$ cat src/rtl/pipe_pkg.sv
// Shared pipeline-stage definitions: slice state encoding and occupancy decode.
package pipe_pkg;

    localparam int unsigned STATE_W = 2;
    localparam int unsigned OCC_W   = 2;

    typedef enum logic [STATE_W-1:0] {
        S_EMPTY = 2'd0,
        S_ONE   = 2'd1,
        S_TWO   = 2'd2
    } state_t;

    // Number of entries held in a given slice state.
    function automatic logic [OCC_W-1:0] occ_of(input state_t s);
        logic [OCC_W-1:0] occ;
        occ = OCC_W'(0);
        case (s)
            S_ONE:   occ = OCC_W'(1);
            S_TWO:   occ = OCC_W'(2);
            default: occ = OCC_W'(0);
        endcase
        return occ;
    endfunction

endpackage

$ cat src/rtl/data_reg.sv
// Load-enabled payload flop with asynchronous active-low reset to a fixed value.
module data_reg #(
    parameter int unsigned       WIDTH     = 32,
    parameter logic [WIDTH-1:0]  RESET_VAL = '0
) (
    input  logic             clk,
    input  logic             rst,
    input  logic             load,
    input  logic [WIDTH-1:0] d,
    output logic [WIDTH-1:0] q
);

    always_ff @(posedge clk or negedge rst) begin
        if (!rst) begin
            q <= RESET_VAL;
        end else if (load) begin
            q <= d;
        end
    end

endmodule

$ cat src/rtl/pipe_skid_reg.sv
// Pipeline register slice with ready/valid handshake, 2-entry skid buffer and
// synchronous flush; every output is taken straight from a flop.
module pipe_skid_reg
    import pipe_pkg::*;
#(
    parameter int unsigned       WIDTH          = 32,
    parameter logic [WIDTH-1:0]  RESET_VAL      = '0,
    parameter bit                CLEAR_ON_FLUSH = 1'b1
) (
    input  logic             clk,
    input  logic             rst,
    input  logic             flush,
    input  logic             in_valid,
    output logic             in_ready,
    input  logic [WIDTH-1:0] in_data,
    output logic             out_valid,
    input  logic             out_ready,
    output logic [WIDTH-1:0] out_data,
    output logic [OCC_W-1:0] occupancy
);

    state_t           state;
    state_t           state_nxt;
    logic             in_fire;
    logic             out_fire;
    logic             main_ld;
    logic             skid_ld;
    logic [WIDTH-1:0] main_d;
    logic [WIDTH-1:0] skid_d;
    logic [WIDTH-1:0] main_q;
    logic [WIDTH-1:0] skid_q;

    assign in_fire  = in_valid & in_ready;
    assign out_fire = out_valid & out_ready;
    assign out_data = main_q;

    // Next state and data-register steering; flush overrides everything.
    always_comb begin
        state_nxt = state;
        main_ld   = 1'b0;
        skid_ld   = 1'b0;
        main_d    = in_data;
        skid_d    = in_data;

        unique case (state)
            S_EMPTY: begin
                if (in_fire) begin
                    state_nxt = S_ONE;
                    main_ld   = 1'b1;
                end
            end
            S_ONE: begin
                if (in_fire && out_fire) begin
                    main_ld = 1'b1;
                end else if (in_fire) begin
                    state_nxt = S_TWO;
                    skid_ld   = 1'b1;
                end else if (out_fire) begin
                    state_nxt = S_EMPTY;
                end
            end
            S_TWO: begin
                // Skid entry moves up; in_ready is low so nothing new arrives.
                if (out_fire) begin
                    state_nxt = S_ONE;
                    main_ld   = 1'b1;
                    main_d    = skid_q;
                end
            end
            default: begin
                state_nxt = S_EMPTY;
            end
        endcase

        if (flush) begin
            state_nxt = S_EMPTY;
            main_ld   = CLEAR_ON_FLUSH;
            skid_ld   = CLEAR_ON_FLUSH;
            main_d    = RESET_VAL;
            skid_d    = RESET_VAL;
        end
    end

    // State and handshake outputs are registered from the next state.
    always_ff @(posedge clk or negedge rst) begin
        if (!rst) begin
            state     <= S_EMPTY;
            out_valid <= 1'b0;
            in_ready  <= 1'b1;
            occupancy <= OCC_W'(0);
        end else begin
            state     <= state_nxt;
            out_valid <= (state_nxt != S_EMPTY);
            in_ready  <= (state_nxt != S_TWO);
            occupancy <= occ_of(state_nxt);
        end
    end

    data_reg #(
        .WIDTH     (WIDTH),
        .RESET_VAL (RESET_VAL)
    ) u_main (
        .clk  (clk),
        .rst  (rst),
        .load (main_ld),
        .d    (main_d),
        .q    (main_q)
    );

    data_reg #(
        .WIDTH     (WIDTH),
        .RESET_VAL (RESET_VAL)
    ) u_skid (
        .clk  (clk),
        .rst  (rst),
        .load (skid_ld),
        .d    (skid_d),
        .q    (skid_q)
    );

endmodule

$ cat config.mk
export PLATFORM = sky130hd
export DESIGN_NAME = pipe_skid_reg
export DESIGN_NICKNAME = d
export VERILOG_FILES = /design/src/rtl/pipe_pkg.sv /design/src/rtl/data_reg.sv /design/src/rtl/pipe_skid_reg.sv
export SDC_FILE = /design/constraint.sdc
export NUM_CORES = 1
export LEC_CHECK = 0
export ABC_CLOCK_PERIOD_IN_PS = 4800
export BUFFER_PORTS_ARGS = -buffer_cell sky130_fd_sc_hd__buf_2
export CORE_ASPECT_RATIO = 0.6
export CORE_MARGIN = 5
export CORE_UTILIZATION = 40
export CTS_BUF_LIST = sky130_fd_sc_hd__clkbuf_4
export CTS_CLUSTER_DIAMETER = 40
export CTS_CLUSTER_SIZE = 14
export DETAILED_ROUTE_END_ITERATION = 10
export PLACE_DENSITY = 0.72
export SLEW_MARGIN = 20
export SYNTH_ARGS = -nofsm -noshare
export SYNTH_HDL_FRONTEND = slang
export SYNTH_SLANG_ARGS = --single-unit
$ cat constraint.sdc
create_clock -name clk -period 4.8 [get_ports clk]
set_clock_uncertainty 0.1 [all_clocks]
set_input_delay 0.24 -clock clk [delete_from_list [all_inputs] [get_ports clk]]
set_output_delay 0.24 -clock clk [all_outputs]
set_load 0.02 [all_outputs]
**After elaboration in Yosys (flattened, before gate mapping)**

Cells that the tools add are included.

- Flip-flop bits (word level): 70
- Input bits: 37
- Output and inout port bits: 36
- Word-level logic and storage cells: 36

- Equal/unequal tests: 5
- Mux-type cells: 20
- Bitwise gates (word level): 2
- Reduce and logical (&&, ||, !) cells: 3

Operators with widths:

| cell | number |
|---|---|
| two-way mux 32 bit | 4 |
| two-way mux 2 bit | 6 |
| two-way mux 1 bit | 7 |
| case mux 2 bit (3 select lines) | 1 |
| equality test 2 x 1 -> 1 bit (second input constant) | 2 |
| equality test 2 bit (second input constant) | 2 |
| case mux 2 bit (2 select lines) | 1 |
| case mux 1 bit (3 select lines) | 1 |
| AND 1 bit | 2 |
| logical NOT 2 bit | 1 |
| != test 2 bit (second input constant) | 1 |
| nonzero test 2 bit | 1 |
| logical AND 1 bit | 1 |

**Longest topological paths before layout**

- Depth in word-level cells: 8
- Depth in mapped cells: 7
- Gate-level depth less buffers: 4

**By module**

Synthesis repeated with hierarchy kept, for this count alone.

- Cell total of the unflattened synthesis: 306
- Area, all modules: 3,688.5 µm²

Modules (own cells, without submodules):

| module | instances | cells an instance | area an instance (µm²) | seq. area each (µm²) |
|---|---|---|---|---|
| data_reg | 2 | 68 | 1,345.0 | 800.8 |
| pipe_skid_reg | 1 | 170 | 998.5 | 151.4 |

**Worst setup path before layout**

Ideal clock, no wire load.

- Kind: reg-to-reg
- Start point: register in_ready
- End point: register u_skid.q[22]
- Setup time: 0.136 ns
- Arrival time: 1.442 ns
- Data required time: 4.564 ns
- Path slack: 3.122 ns
- Stages on the path, launching flop included: 7
- Path buffers: 2
- Period minus slack after synthesis: 1.678 ns
- Cell sequence: dfstp_2 > nand2_1 > or3_1 > buf_2 > buf_6 > nand2_1 > a21oi_1

- Word-level cells in the longest chain between the ends: 5
- Elaborated cells between the ends (all ways): 6
- Classes of those cells: mux: 4; bitwise: 1; reduce/logical: 1

RTL lines:

| what | line | RTL |
|---|---|---|
| start: declaration | pipe_skid_reg.sv:14 | `output logic in_ready,` |
| start signal: assignment | pipe_skid_reg.sv:94 | `in_ready <= (state_nxt != S_TWO);` |
| AND 1 bit (*) | pipe_skid_reg.sv:33 | `assign in_fire = in_valid & in_ready;` |
| two-way mux 1 bit / logical AND 1 bit (equally long branches) | pipe_skid_reg.sv:55, pipe_skid_reg.sv:53 |  |
| two-way mux 1 bit (*) | pipe_skid_reg.sv:53 | `if (in_fire && out_fire) begin` |
| two-way mux 1 bit (*) | pipe_skid_reg.sv:45 | `unique case (state)` |
| two-way mux 1 bit (*) | pipe_skid_reg.sv:75 | `if (flush) begin` |
| end signal: assignment | data_reg.sv:15 | `q <= RESET_VAL;` |
| end signal: assignment | data_reg.sv:17 | `q <= d;` |
| end: declaration | data_reg.sv:10 | `output logic [WIDTH-1:0] q` |

Mark *: on every way between the ends. The rest lies on a longest branch, timed or not.
A chain may end at the register's enable or synchronous reset.

**Final worst setup path**

- Start point: register state[1]
- End point: register u_main.q[10]

- Word-level cells in the longest chain between the ends: 3
- Elaborated cells between the ends (all ways): 7
- Classes of those cells: eq/ne: 2; mux: 4; reduce/logical: 1

RTL lines:

| what | line | RTL |
|---|---|---|
| start: declaration | pipe_skid_reg.sv:22 | `state_t state;` |
| start signal: assignment | pipe_skid_reg.sv:92 | `state <= state_nxt;` |
| equality test 2 bit (tied with other cells) | pipe_skid_reg.sv:45 |  |
| case mux 1 bit (3 select lines) / two-way mux 32 bit (equally long branches) | pipe_skid_reg.sv:45 |  |
| two-way mux 1 bit / two-way mux 32 bit (equally long branches) | pipe_skid_reg.sv:75 |  |
| end signal: assignment | data_reg.sv:15 |  |
| end signal: assignment | data_reg.sv:17 |  |
| end: declaration | data_reg.sv:10 |  |

Several ways; a longest one is shown, not always the timed one.

==> results.toml <==
[setup_path]
r2r_slack_ns = 2.24
r2r_cells = 7
r2r_start = "state[1]"
crit_path_end = "u_main.q[10]"
worstPathArrival_ns = 2.73
worstSetupStartpoint = "state[1]"
cp-end-kind = "flip-flop"
path_class = "reg2reg"
r2r_end = "u_main.q[10]"
start_kind = "flip-flop"
cp_max_fo = 35
cp_data_required_time_ns = 4.97

[logic_synthesis]
synth_common_cells = "dfrtp_1, nand2_1, a21oi_1"
synth_compound_area_share_pct = 18.4
yosysWarnings = 0
async_flop_share_pct = 100
avgSynthCellArea_um2 = 10.7
synth_xor_area_share_pct = 0
synth.area.mux_share_pct = 9.71
synth_top_area_share_pct = 52.4
yosys.area_share.simple_pct = 13.1
yosys_most_used_dff = "dfrtp_1"
syn_nets = 346
ys_ff_latch = 70
yosys.area_share.adder_pct = 0
netlist_area_mm2 = 0.00330
synthCells = 309
synthDistinctLibCells = 25
synth_edf_count = 0
synth_seq_area_share_pct = 53.1
synth_top_family_by_area = "compound AO/OA/AOI/OAI gates"
synth.most_common_cell = "dfrtp_1"
synth_top_area_cell = "dfrtp_1"
synth.area.top_cells = "dfrtp_1, a211oi_2, mux2i_1, nand2_1, a21oi_1"

[placed_design]
hpwl_um = 4800
port_buffers = 72
routabilityCongestion = 0.779

[final_layout]
area_growth_pct = 25.3
multi_input_area_mm2 = 0.00137
antennaDiodeCount = 0
layout-drive-gt1-share_pct = 30.4
final_nets = 443
fillCellCount = 729
layout.area.seq_mm2 = 0.00175
finish.utilization_pct = 52.0

[clock_tree]
cts-root-buf = "clkbuf_4"
cts_max_level = 3
cts_setup_buffers = 0
cts_resized = 0
clockBufferDepth = 2
cts.sinks = 70
path_clk_slew_ns = 0.10
clock_latency_ns = 0.43
cts_tree = "done"
cts_buffers = 9
postCtsHoldBufs = 33

[timing]
hold_violations = 0
relSlewSlack_pct = 42.0
tns_ns = 0
max_freq_mhz = 390
min_period_ns = 2.56
rsz0062_at_grt = "no"
period_share_pct = 53.4
finalSetupViolCount = 0
drv_slew = 0
worst_pin_slew_ns = 0.870

[routing]
routed_wl_um = 7680
drtAntennaViolNets = 0
via_count = 2556
drt_iter0_markers = 144
viasPerCell = 4.92
firstDrtPassIters = 4
wl_per_cell_um = 14.8
drc = 0

[die]
die_h_um = 80.3
die_area_mm2 = 0.0102
core_area_mm2 = 0.00795
pin_count = 73
start_util_pct = 41.5
die_w_um = 127
rows = 25

[grt]
grt_max_degree = 70
grt_overflow = 0
antenna_found_initial = 0
first_global_vias = 2551
grt_pass1_wl_um = 12700
track_usage_pct = 15.9

[power_and_ir_drop]
power_uw = 1320
p_per_area_mw_per_mm2 = 321
ir_drop_v = 0.000149
p_leak_uw = 0.00207

[min_path]
holdCritPathClass = "in2reg"

[status]
status = "finished clean"

[flow_run]
drv_cap = 0
## flip-flops by register name, indices dropped and copies added (netlist names)
signal     cells
u_skid.q      32
u_main.q      32
in_ready       1
out_valid      1
occupancy      2
state          2
## metal layers
| metal | up-vias | global-route usage [%] | share of wire (%) |
|---|---|---|---|
| met1 | 1219 | 21.2 | 47 |
| met2 | 71 | 23.9 | 44 |
| met4 | 0 | 4.18 | 0.96 |
| met5 | - | 0 | 0 |
| met3 | 10 | 6.58 | 7.7 |
| li1 | 1256 | - | - |
## report_power, final
group / internal (uW) / total (uW) / switching [uW] / leakage [uW]
clock network: 126 / 320 / 194 / 0.0000669
logic: 127 / 331 / 203 / 0.00107
registers: 641 / 673 / 32.3 / 0.000938
## final cells by class
| cell class | instances | share of cell area (%) |
|---|---|---|
| well taps | 108 | 3.27 |
| clock buffers | 13 | 2.36 |
| inverters | 1 | 0.0909 |
| multi-input cells | 212 | 33.1 |
| clock inverters | 3 | 0.303 |
| repair buffers | 112 | 18.5 |
| flip-flops and latches | 70 | 42.4 |
## logic make-up (layout without fill, tap and decap cells)
kind of cell	Yosys count	after routing
AO/OA/AOI/OAI	72	72
flip-flops	70	70
buffers and inverters	27	129
multiplexers	32	32
AND/OR/NAND/NOR	108	108
## worst min path at each step
stage,depth (start not counted),to,start,slack (ns)
detailed placement,1,u_main.q[30],rst,0.08
floorplan,0,occupancy[0],rst,-0.16
global route,4,occupancy[1],out_ready,0.1
CTS,4,occupancy[1],out_ready,0.07
global placement,1,u_skid.q[30],rst,0.08
finish,4,occupancy[1],out_ready,0.10
## cell usage in the layout (no fill, tap or decap), types with 2 or more instances in the layout
cell type and instances:
a211oi_1 4, a211oi_2 28, a21oi_1 35, a31oi_1 2, buf_2 72, buf_4 6, clkbuf_4 13, clkinv_1 2
dfrtp_1 69, dlygate4sd3_1 33, mux2i_1 32, nand2_1 67, nor2_1 34
## through the flow
stage                     cells  worst slack, ns  hold slack, ns  cell area, um2
after floorplan             309             3.12          -0.156            3300
after global placement      469             2.27          0.0775            3660
after detailed placement    469             2.13          0.0844            3660
after CTS                   518             2.10          0.0704            4100
after global routing        519             2.03          0.0961            4130
final                       519             2.24           0.102            4130
## worst max-delay path, stage by stage, from the launching register on
cell	delay, ns
dfrtp_1	0.50
nand4b_1	0.14
buf_4	0.52
o211ai_4	0.39
buf_16	0.27
buf_4	0.24
nor2_1	0.16
a211oi_2	0.06
Note: power is estimated with default switching activity, not from simulation.
